[src/rtl/mips_mem_pkg.sv]
// Shared M-stage memory definitions: opcodes, access types, FSM encoding and decode helpers.
// Purely declarative; no latency or backpressure of its own.
package mips_mem_pkg;

    localparam logic [5:0] OP_LB  = 6'b100000;
    localparam logic [5:0] OP_LH  = 6'b100001;
    localparam logic [5:0] OP_LW  = 6'b100011;
    localparam logic [5:0] OP_LBU = 6'b100100;
    localparam logic [5:0] OP_LHU = 6'b100101;
    localparam logic [5:0] OP_SB  = 6'b101000;
    localparam logic [5:0] OP_SH  = 6'b101001;
    localparam logic [5:0] OP_SW  = 6'b101011;

    typedef enum logic [2:0] {
        MT_BYTE_S = 3'd0,
        MT_BYTE_U = 3'd1,
        MT_HALF_S = 3'd2,
        MT_HALF_U = 3'd3,
        MT_WORD   = 3'd4
    } mem_type_t;

    typedef enum logic [1:0] {
        IDLE   = 2'd0,
        ACCESS = 2'd1,
        DONE   = 2'd2
    } state_t;

    typedef struct packed {
        logic      is_mem;
        logic      is_store;
        mem_type_t mtype;
    } mem_op_t;

    // Opcode-only decode; stores reuse the unsigned types since no extension applies.
    function automatic mem_op_t decode_op(input logic [5:0] opcode);
        mem_op_t d;
        d.is_mem   = 1'b1;
        d.is_store = 1'b0;
        d.mtype    = MT_WORD;
        case (opcode)
            OP_LB:  d.mtype = MT_BYTE_S;
            OP_LBU: d.mtype = MT_BYTE_U;
            OP_LH:  d.mtype = MT_HALF_S;
            OP_LHU: d.mtype = MT_HALF_U;
            OP_LW:  d.mtype = MT_WORD;
            OP_SB: begin
                d.is_store = 1'b1;
                d.mtype    = MT_BYTE_U;
            end
            OP_SH: begin
                d.is_store = 1'b1;
                d.mtype    = MT_HALF_U;
            end
            OP_SW: begin
                d.is_store = 1'b1;
                d.mtype    = MT_WORD;
            end
            default: d.is_mem = 1'b0;
        endcase
        return d;
    endfunction

    function automatic logic is_aligned(input mem_type_t t, input logic [1:0] a);
        logic ok;
        case (t)
            MT_WORD:              ok = (a == 2'b00);
            MT_HALF_S, MT_HALF_U: ok = ~a[0];
            default:              ok = 1'b1;
        endcase
        return ok;
    endfunction

endpackage

[src/rtl/mem_lane_align.sv]
// Lane steering: byte enables + replicated store data, and lane select + extension of load data.
// Purely combinational, zero latency, no backpressure.
module mem_lane_align
    import mips_mem_pkg::*;
#(
    parameter  int DATA_W = 32,
    localparam int BE_W   = DATA_W / 8,
    localparam int LANE_W = $clog2(DATA_W / 8)
) (
    input  mem_type_t           st_type,
    input  logic [LANE_W-1:0]   st_lane,
    input  logic [31:0]         st_wdata,
    output logic [BE_W-1:0]     st_be,
    output logic [DATA_W-1:0]   st_bus,
    input  logic [DATA_W-1:0]   ld_rdata,
    input  logic [LANE_W-1:0]   ld_lane,
    input  mem_type_t           ld_type,
    output logic [31:0]         ld_data
);

    logic [31:0] ld_word;

    always_comb begin
        st_be  = '0;
        st_bus = '0;
        case (st_type)
            MT_BYTE_S, MT_BYTE_U: begin
                st_be  = BE_W'(1) << st_lane;
                st_bus = {(DATA_W / 8){st_wdata[7:0]}};
            end
            MT_HALF_S, MT_HALF_U: begin
                st_be  = BE_W'(2'b11) << st_lane;
                st_bus = {(DATA_W / 16){st_wdata[15:0]}};
            end
            default: begin
                st_be  = BE_W'(4'b1111) << st_lane;
                st_bus = {(DATA_W / 32){st_wdata}};
            end
        endcase
    end

    // Shift the addressed lane down to bit 0; only the low word is ever needed.
    assign ld_word = 32'(ld_rdata >> {ld_lane, 3'b000});

    always_comb begin
        ld_data = ld_word;
        case (ld_type)
            MT_BYTE_S: ld_data = {{24{ld_word[7]}}, ld_word[7:0]};
            MT_BYTE_U: ld_data = {24'b0, ld_word[7:0]};
            MT_HALF_S: ld_data = {{16{ld_word[15]}}, ld_word[15:0]};
            MT_HALF_U: ld_data = {16'b0, ld_word[15:0]};
            default:   ld_data = ld_word;
        endcase
    end

endmodule

[src/rtl/mem_access_ctrl.sv]
// M-stage load/store unit: decode, alignment check, req/ready bus handshake with timeout.
// Min 3 cycles per access (issue, ACCESS+ready, DONE); stalls M while the bus withholds mem_ready.
module mem_access_ctrl
    import mips_mem_pkg::*;
#(
    parameter int DATA_W   = 32,
    parameter int ADDR_W   = 32,
    parameter int MAX_WAIT = 15
) (
    input  logic                  clk,
    input  logic                  reset_n,
    input  logic                  m_valid,
    input  logic [31:0]           m_instr,
    input  logic [ADDR_W-1:0]     m_addr,
    input  logic [31:0]           m_wdata,
    input  logic                  flush,
    output logic                  mem_req,
    output logic                  mem_we,
    output logic [DATA_W/8-1:0]   mem_be,
    output logic [ADDR_W-1:0]     mem_addr,
    output logic [DATA_W-1:0]     mem_wdata,
    input  logic                  mem_ready,
    input  logic [DATA_W-1:0]     mem_rdata,
    output logic                  stall_m,
    output logic [31:0]           load_data,
    output logic                  load_valid,
    output logic                  exc_adel,
    output logic                  exc_ades,
    output logic                  exc_timeout
);

    localparam int BE_W   = DATA_W / 8;
    localparam int LANE_W = $clog2(BE_W);
    localparam int CNT_W  = $clog2(MAX_WAIT + 1);

    typedef struct packed {
        logic [ADDR_W-1:0] addr;
        logic [BE_W-1:0]   be;
        logic              we;
        logic [DATA_W-1:0] wdata;
        mem_type_t         mtype;
        logic [LANE_W-1:0] lane;
    } req_t;

    state_t            state;
    req_t              req;
    logic [CNT_W-1:0]  wait_cnt;
    logic              cancel;
    logic [31:0]       load_data_q;

    mem_op_t           op;
    logic              memop;
    logic              aligned;
    logic              start;
    logic              misaligned;
    logic              in_access;
    logic              timeout_now;
    logic              cancel_next;
    logic [BE_W-1:0]   st_be;
    logic [DATA_W-1:0] st_bus;
    logic [31:0]       ld_ext;
    logic              unused_instr;

    assign op           = decode_op(m_instr[31:26]);
    assign unused_instr = ^m_instr[25:0];

    assign memop      = m_valid & ~flush & op.is_mem;
    assign aligned    = is_aligned(op.mtype, m_addr[1:0]);
    assign start      = (state == IDLE) & memop & aligned;
    assign misaligned = (state == IDLE) & memop & ~aligned;
    assign in_access  = (state == ACCESS);

    // Terminal count: one more unanswered cycle would push the count past MAX_WAIT.
    // A simultaneous mem_ready takes priority.
    assign timeout_now = in_access & ~mem_ready & (wait_cnt == CNT_W'(MAX_WAIT));
    assign cancel_next = cancel | flush;

    mem_lane_align #(
        .DATA_W (DATA_W)
    ) u_lane_align (
        .st_type  (op.mtype),
        .st_lane  (m_addr[LANE_W-1:0]),
        .st_wdata (m_wdata),
        .st_be    (st_be),
        .st_bus   (st_bus),
        .ld_rdata (mem_rdata),
        .ld_lane  (req.lane),
        .ld_type  (req.mtype),
        .ld_data  (ld_ext)
    );

    always_ff @(posedge clk) begin
        if (!reset_n) begin
            state       <= IDLE;
            req         <= '0;
            wait_cnt    <= '0;
            cancel      <= 1'b0;
            load_data_q <= '0;
        end else begin
            case (state)
                IDLE: begin
                    if (start) begin
                        req.addr  <= m_addr;
                        req.be    <= st_be;
                        req.we    <= op.is_store;
                        req.wdata <= st_bus;
                        req.mtype <= op.mtype;
                        req.lane  <= m_addr[LANE_W-1:0];
                        wait_cnt  <= '0;
                        cancel    <= 1'b0;
                        state     <= ACCESS;
                    end
                end
                ACCESS: begin
                    cancel <= cancel_next;
                    if (mem_ready) begin
                        // A flushed load still finishes on the bus but its result is discarded.
                        if (!req.we && !cancel_next) begin
                            load_data_q <= ld_ext;
                        end
                        state <= DONE;
                    end else if (timeout_now) begin
                        wait_cnt <= '0;
                        state    <= IDLE;
                    end else begin
                        wait_cnt <= wait_cnt + CNT_W'(1);
                    end
                end
                DONE: begin
                    cancel   <= 1'b0;
                    wait_cnt <= '0;
                    state    <= IDLE;
                end
                default: state <= IDLE;
            endcase
        end
    end

    assign mem_req     = in_access;
    assign mem_we      = in_access & req.we;
    assign mem_be      = in_access ? req.be : '0;
    assign mem_addr    = {req.addr[ADDR_W-1:LANE_W], LANE_W'(0)};
    assign mem_wdata   = req.wdata;
    assign stall_m     = start | (in_access & ~timeout_now);
    assign load_data   = load_data_q;
    assign load_valid  = (state == DONE) & ~req.we & ~cancel;
    assign exc_adel    = misaligned & ~op.is_store;
    assign exc_ades    = misaligned & op.is_store;
    assign exc_timeout = timeout_now;

endmodule

[config.mk]
export PLATFORM = sky130hd
export DESIGN_NAME = mem_access_ctrl
export DESIGN_NICKNAME = d
export VERILOG_FILES = /design/src/rtl/mips_mem_pkg.sv /design/src/rtl/mem_lane_align.sv /design/src/rtl/mem_access_ctrl.sv
export SDC_FILE = /design/constraint.sdc
export NUM_CORES = 1
export LEC_CHECK = 0
export ABC_AREA = 1
export CAP_MARGIN = 10
export CORE_UTILIZATION = 39
export CTS_CLUSTER_DIAMETER = 40
export CTS_CLUSTER_SIZE = 24
export DETAILED_ROUTE_END_ITERATION = 7
export PLACE_DENSITY_LB_ADDON = 0.12
export SLEW_MARGIN = 25
export SYNTH_ARGS = -nofsm -noshare
export SYNTH_HDL_FRONTEND = slang
export SYNTH_SLANG_ARGS = --single-unit
[constraint.sdc]
create_clock -name clk -period 1.5 [get_ports clk]
set_input_delay 0.3 -clock clk [delete_from_list [all_inputs] [get_ports clk]]
set_output_delay 0.3 -clock clk [all_outputs]
set_load 0.02 [all_outputs]
-- Word-level counts from Yosys, hierarchy flattened
Index checks and enable logic that the tools add are counted.
- bits in registers: 113
- bits of input ports: 133
- output and inout bits: 107
- word-level logic and storage cells: 96
- $add $sub $neg: 1
- equality and inequality tests: 21
- shifts and indexed selects: 4
- multiplexer cells: 18
- bitwise operators: 23
- reduce and logical (&&, ||, !) cells: 19
- operator list (cell ; number):
    32-bit one-hot mux with 4 select lines ; 1
    32-bit one-hot mux with 2 select lines ; 1
    6-bit equality test (second input constant) ; 8
    32-bit by 5-bit right shift with 32-bit output ; 1
    4-bit two-way mux ; 4
    1-bit AND ; 13
    3-bit by 2-bit equality test with 1-bit output (second input constant) ; 4
    3-bit one-hot mux with 4 select lines ; 1
    4-bit one-hot mux with 3 select lines ; 1
    1-bit inverter ; 8
    4-bit one-hot mux with 2 select lines ; 1
    2-bit OR reduction ; 4
    8-bit OR reduction ; 1
    3-bit by 1-bit equality test with 1-bit output (second input constant) ; 2
    3-bit logical NOT ; 2
    2-bit two-way mux ; 3
    2-bit AND reduction ; 3
    3-bit AND reduction ; 2
    4-bit by 1-bit adder with 4-bit output (second input constant) ; 1
    4-bit equality test (second input constant) ; 1
    2-bit logical NOT ; 2
    2-bit != test (second input constant) ; 2
    2-bit one-hot mux with 2 select lines ; 1
    1-bit by 2-bit left shift with 4-bit output (first input constant) ; 1
    14 further kinds ; 18

-- Depth between registers and ports, before layout
- depth after elaboration: 9
- gate-level depth with buffers: 12
- depth with buffers taken out: 11

-- Modules after synthesis
A second synthesis with hierarchy kept.
- cell total of the unflattened synthesis: 855
- area total of the unflattened synthesis: 5895.7 um^2
- modules (own cells, without submodules) (module ; instances ; cells each ; area an instance (um^2) ; sequential area each (um^2)):
    mem_access_ctrl ; 1 ; 605 ; 4571.9 ; 2222.1
    mem_lane_align ; 1 ; 250 ; 1323.8 ; 0.0

-- Least setup slack after synthesis
Ideal clock, no wire load.
- kind: flip-flop to output port
- start: register wait_cnt[0]
- end: output port stall_m
- arrival time: 1.631 ns
- data required time: 1.200 ns
- path slack: -0.431 ns
- cell stages (with the launch flop): 5
- path buffers: 0
- cell sequence: dfxtp_1 -> ha_1 -> nand3_1 -> nor3_1 -> o21ai_0
- cells in the longest elaborated chain, start to end: 5
- RTL lines (element ; line ; text):
    start: declaration ; mem_access_ctrl.sv:47 ; logic [CNT_W-1:0] wait_cnt;
    start signal: assignment ; mem_access_ctrl.sv:126 ; wait_cnt <= wait_cnt + CNT_W'(1);
    4-bit equality test ; mem_access_ctrl.sv:75 ; assign timeout_now = in_access & ~mem_ready & (wait_cnt == CNT_W'(MAX_WAIT));
    1-bit AND ; mem_access_ctrl.sv:75 ;
    named net exc_timeout ; mem_access_ctrl.sv:29 ; output logic exc_timeout
    1-bit inverter ; mem_access_ctrl.sv:144 ; assign stall_m = start | (in_access & ~timeout_now);
    1-bit AND ; mem_access_ctrl.sv:144 ;
    1-bit bitwise OR ; mem_access_ctrl.sv:144 ;
    end: declaration ; mem_access_ctrl.sv:24 ; output logic stall_m,
The timed path passes the listed nets, and every way through them passes these cells.

-- Worst setup path after layout
- start: input port flush
- end: output port exc_ades
- cells in the longest elaborated chain, start to end: 6
- RTL lines (element ; line ; text):
    start: declaration ; mem_access_ctrl.sv:16 ; input logic flush,
    1-bit inverter ; mem_access_ctrl.sv:67 ; assign memop = m_valid & ~flush & op.is_mem;
    1-bit AND (2 in a row) ; mem_access_ctrl.sv:67 ;
    1-bit AND (2 in a row) ; mem_access_ctrl.sv:70 ; assign misaligned = (state == IDLE) & memop & ~aligned;
    1-bit AND ; mem_access_ctrl.sv:148 ; assign exc_ades = misaligned & op.is_store;
    end: declaration ; mem_access_ctrl.sv:28 ; output logic exc_ades,
Every way passes these cells.

==> out/metrics.csv <==
metric,value,unit
status,"complete, but fails checks",
violations,negative setup slack,
design.die.area,15100,um^2
synth_edf_count,0,
relSlewSlack,0.591,
synthArstFlopShare,0,
critPathLaunchType,input pin,
routed_wl,19.8,mm
postSynthCellCount,850,
cp.buffers_inverters,2,
core,14100,um^2
p_sw,1.64,mW
critPathKind,in2out,
place_ws,-1.23,ns
final_common_cell,nor2_1,
final_util,0.717,
layout_common_cells,"nor2_1, nand2_1, dfxtp_1",
tightest_slew,0.614,ns
clkSlewWorstSetupHoldPaths,0.08,ns
cp_slowest_cell,clkdlybuf4s50_1,
fin_nets,1220,
max_stage_delay,0.42,ns
die_y,123,um
cts_buffers,9,
die_w,123,um
rsz0062_at_grt,true,
fin_ws,-0.533,ns
tns,-35.18,ns
post-route-period-util,1.36,
drt-wirelength-per-cell,15.6,um
insertion_delay,0.36,ns
crit_arrival,1.73,ns
crit_family,simple AND/OR/NAND/NOR gates,
grt_max_degree,37,
cts_buffer_depth,2,
timing.critical_path.to_type,output pin,
ctsHoldBuffers,0,
via_count,6175,
synthDistinctLibCells,34,
antenna_left,0,
syn-cell-area,5710,um^2
p_per_area,657,nW/um^2
drv_cap,0,
comb_power_share,0.145,
ys_ff_latch,111,
hold_slack,0.445,ns
gp_congestion,0.885,
synthToLayoutAreaGrowth,76.9,%
dp_hpwl,12.3,mm
clkPwrFrac,0.406,
peakVddDrop,0.000728,V
drive_gt1_frac,0.320,
fmax,0.492,GHz
crit_path_max_fanout,2,
grt-ovfl-total,0,
clock_skew,0.0110,ns
track_usage,0.226,
dr.pass1.iters,4,
num_antenna_cells,0,
vias_per_cell,4.86,
hold_viol_final,0,
clockRootBuffer,clkbuf_16,
cts_sinks,111,
start_util,0.405,
cp_cell_sequence,"clkdlybuf4s50_1, nand3b_1, a21oi_4, nand3_4, nor3_4, buf_6",
drc_errors,0,
grt_pass1_vias,5567,
switching_share,0.247,
p_int,4.99,mW
syn_area_per_cell,6.72,um^2
num_io_pins,240,
portBuffers,211,
seqPwrFrac,0.449,
cts.htree.levels,3,
power_leakage,4.67,nW
setup_violations,121,
antenna_found_initial,1,
ys.warnings.count,0,
cts_tree,done,
ys_seq_area_frac,0.389,
cp.required,1.20,ns
ys.flop_type,dfxtp_1,
drt-initial-drc-count,269,
hp-class,in2reg,
final_max_slew_viol_count,0,
rows,43,
fin_crit,2.03,ns
grt_pass1_wl,26.5,mm
## state kept, by name, summed over array words and instances (netlist names)
| name | flops |
|---|---|
| wait_cnt | 4 |
| cancel | 1 |
| state | 2 |
| mem_wdata | 32 |
| mem_addr | 30 |
| load_data | 32 |
| req | 10 |
## synth_stat cells, types with 4 or more instances
| cell type | instances | area share |
|---|---|---|
| buf_6 | 4 | 0.0079 |
| dfxtp_1 | 111 | 0.39 |
| o221ai_1 | 5 | 0.0077 |
| nor2_2 | 4 | 0.0044 |
| nor3_1 | 6 | 0.0053 |
| buf_4 | 74 | 0.097 |
| nor2_1 | 171 | 0.11 |
| inv_1 | 66 | 0.043 |
| inv_2 | 8 | 0.0053 |
| a21oi_1 | 47 | 0.041 |
| nand2_1 | 155 | 0.10 |
| o21ai_1 | 61 | 0.053 |
| o21ai_0 | 53 | 0.046 |
| buf_2 | 13 | 0.011 |
| nand3_1 | 28 | 0.025 |
| clkbuf_1 | 20 | 0.013 |
| o211ai_1 | 7 | 0.0092 |
## per-stage QoR
step | power, mW | area (um^2) | instances
after global routing | 6.88 | 10100 | 1271
after global placement | 3.86 | 7970 | 1201
after CTS | 6.54 | 8570 | 1233
after detailed placement | 3.86 | 7970 | 1201
final | 6.64 | 10100 | 1271
after floorplan | 3.39 | 5800 | 851
## worst register-to-register path, stage by stage (launching register included)
cell,delay [ns]
dfxtp_2,0.33
nor2_4,0.11
nand3b_1,0.23
a21oi_4,0.25
buf_6,0.15
nand2_8,0.08
buf_16,0.18
buf_16,0.16
nand2_8,0.09
nand2_4,0.06
nand2_1,0.08
a21oi_1,0.06
## logic make-up (layout without fill, tap and decap cells)
group | count (synthesis) | count (layout) | synth area share
AND/OR/NAND/NOR | 373 | 373 | 0.263
XOR/XNOR | 1 | 1 | 0.00153
other | 1 | 2 | 0.000657
AO/OA/AOI/OAI | 177 | 177 | 0.165
buffers and inverters | 186 | 426 | 0.179
flip-flops | 111 | 111 | 0.389
adder cells (fa/ha/maj) | 1 | 1 | 0.00219
## routing by layer
metal | vias to the layer above | global-route usage | share of wire
met1 | 2843 | 0.253 | 0.40
met3 | 24 | 0.0646 | 0.073
met2 | 190 | 0.402 | 0.50
met4 | 2 | 0.0919 | 0.024
li1 | 3116 | - | -
met5 | - | 0 | 0.00045
## what timing repair did
action / CTS / global route
setup endpoints to repair: 215 / 122
hold endpoints to repair: 0 / 0
cloned: 3 / 22
buffers inserted: 13 / 17
pin swaps: 8 / 48
gates resized for setup: 208 / 254
## cell type report
| cell class | instances | area (um^2) |
|---|---|---|
| clock buffers | 11 | 243 |
| repair buffers | 334 | 3600 |
| inverters | 75 | 340 |
| well taps | 180 | 225 |
| fillers | 1145 | 3990 |
| flip-flops and latches | 111 | 2230 |
| clock inverters | 5 | 86.3 |
| repair inverters | 1 | 16.3 |
| multi-input cells | 554 | 3360 |
## path summary, 6_finish.rpt
kind	end	startpoint	slack, ns	cells after the start
worst max-delay path	exc_ades	flush	-0.53	6
worst min register to register	req[40]	req[40]	0.47	2
worst min-delay path	req[40]	reset_n	0.45	4
worst max register to register	wait_cnt[0]	state[0]	-0.38	11
## power groups by stage
stage / combinational (mW) / clock (mW) / sequential, mW
floorplan: 0.344 / 0 / 3.05
global placement: 0.806 / 0 / 3.05
detailed placement: 0.806 / 0 / 3.05
CTS: 0.814 / 2.75 / 2.98
global route: 1.03 / 2.86 / 2.99
finish: 0.960 / 2.69 / 2.98
(Power assumes the default switching activity.)
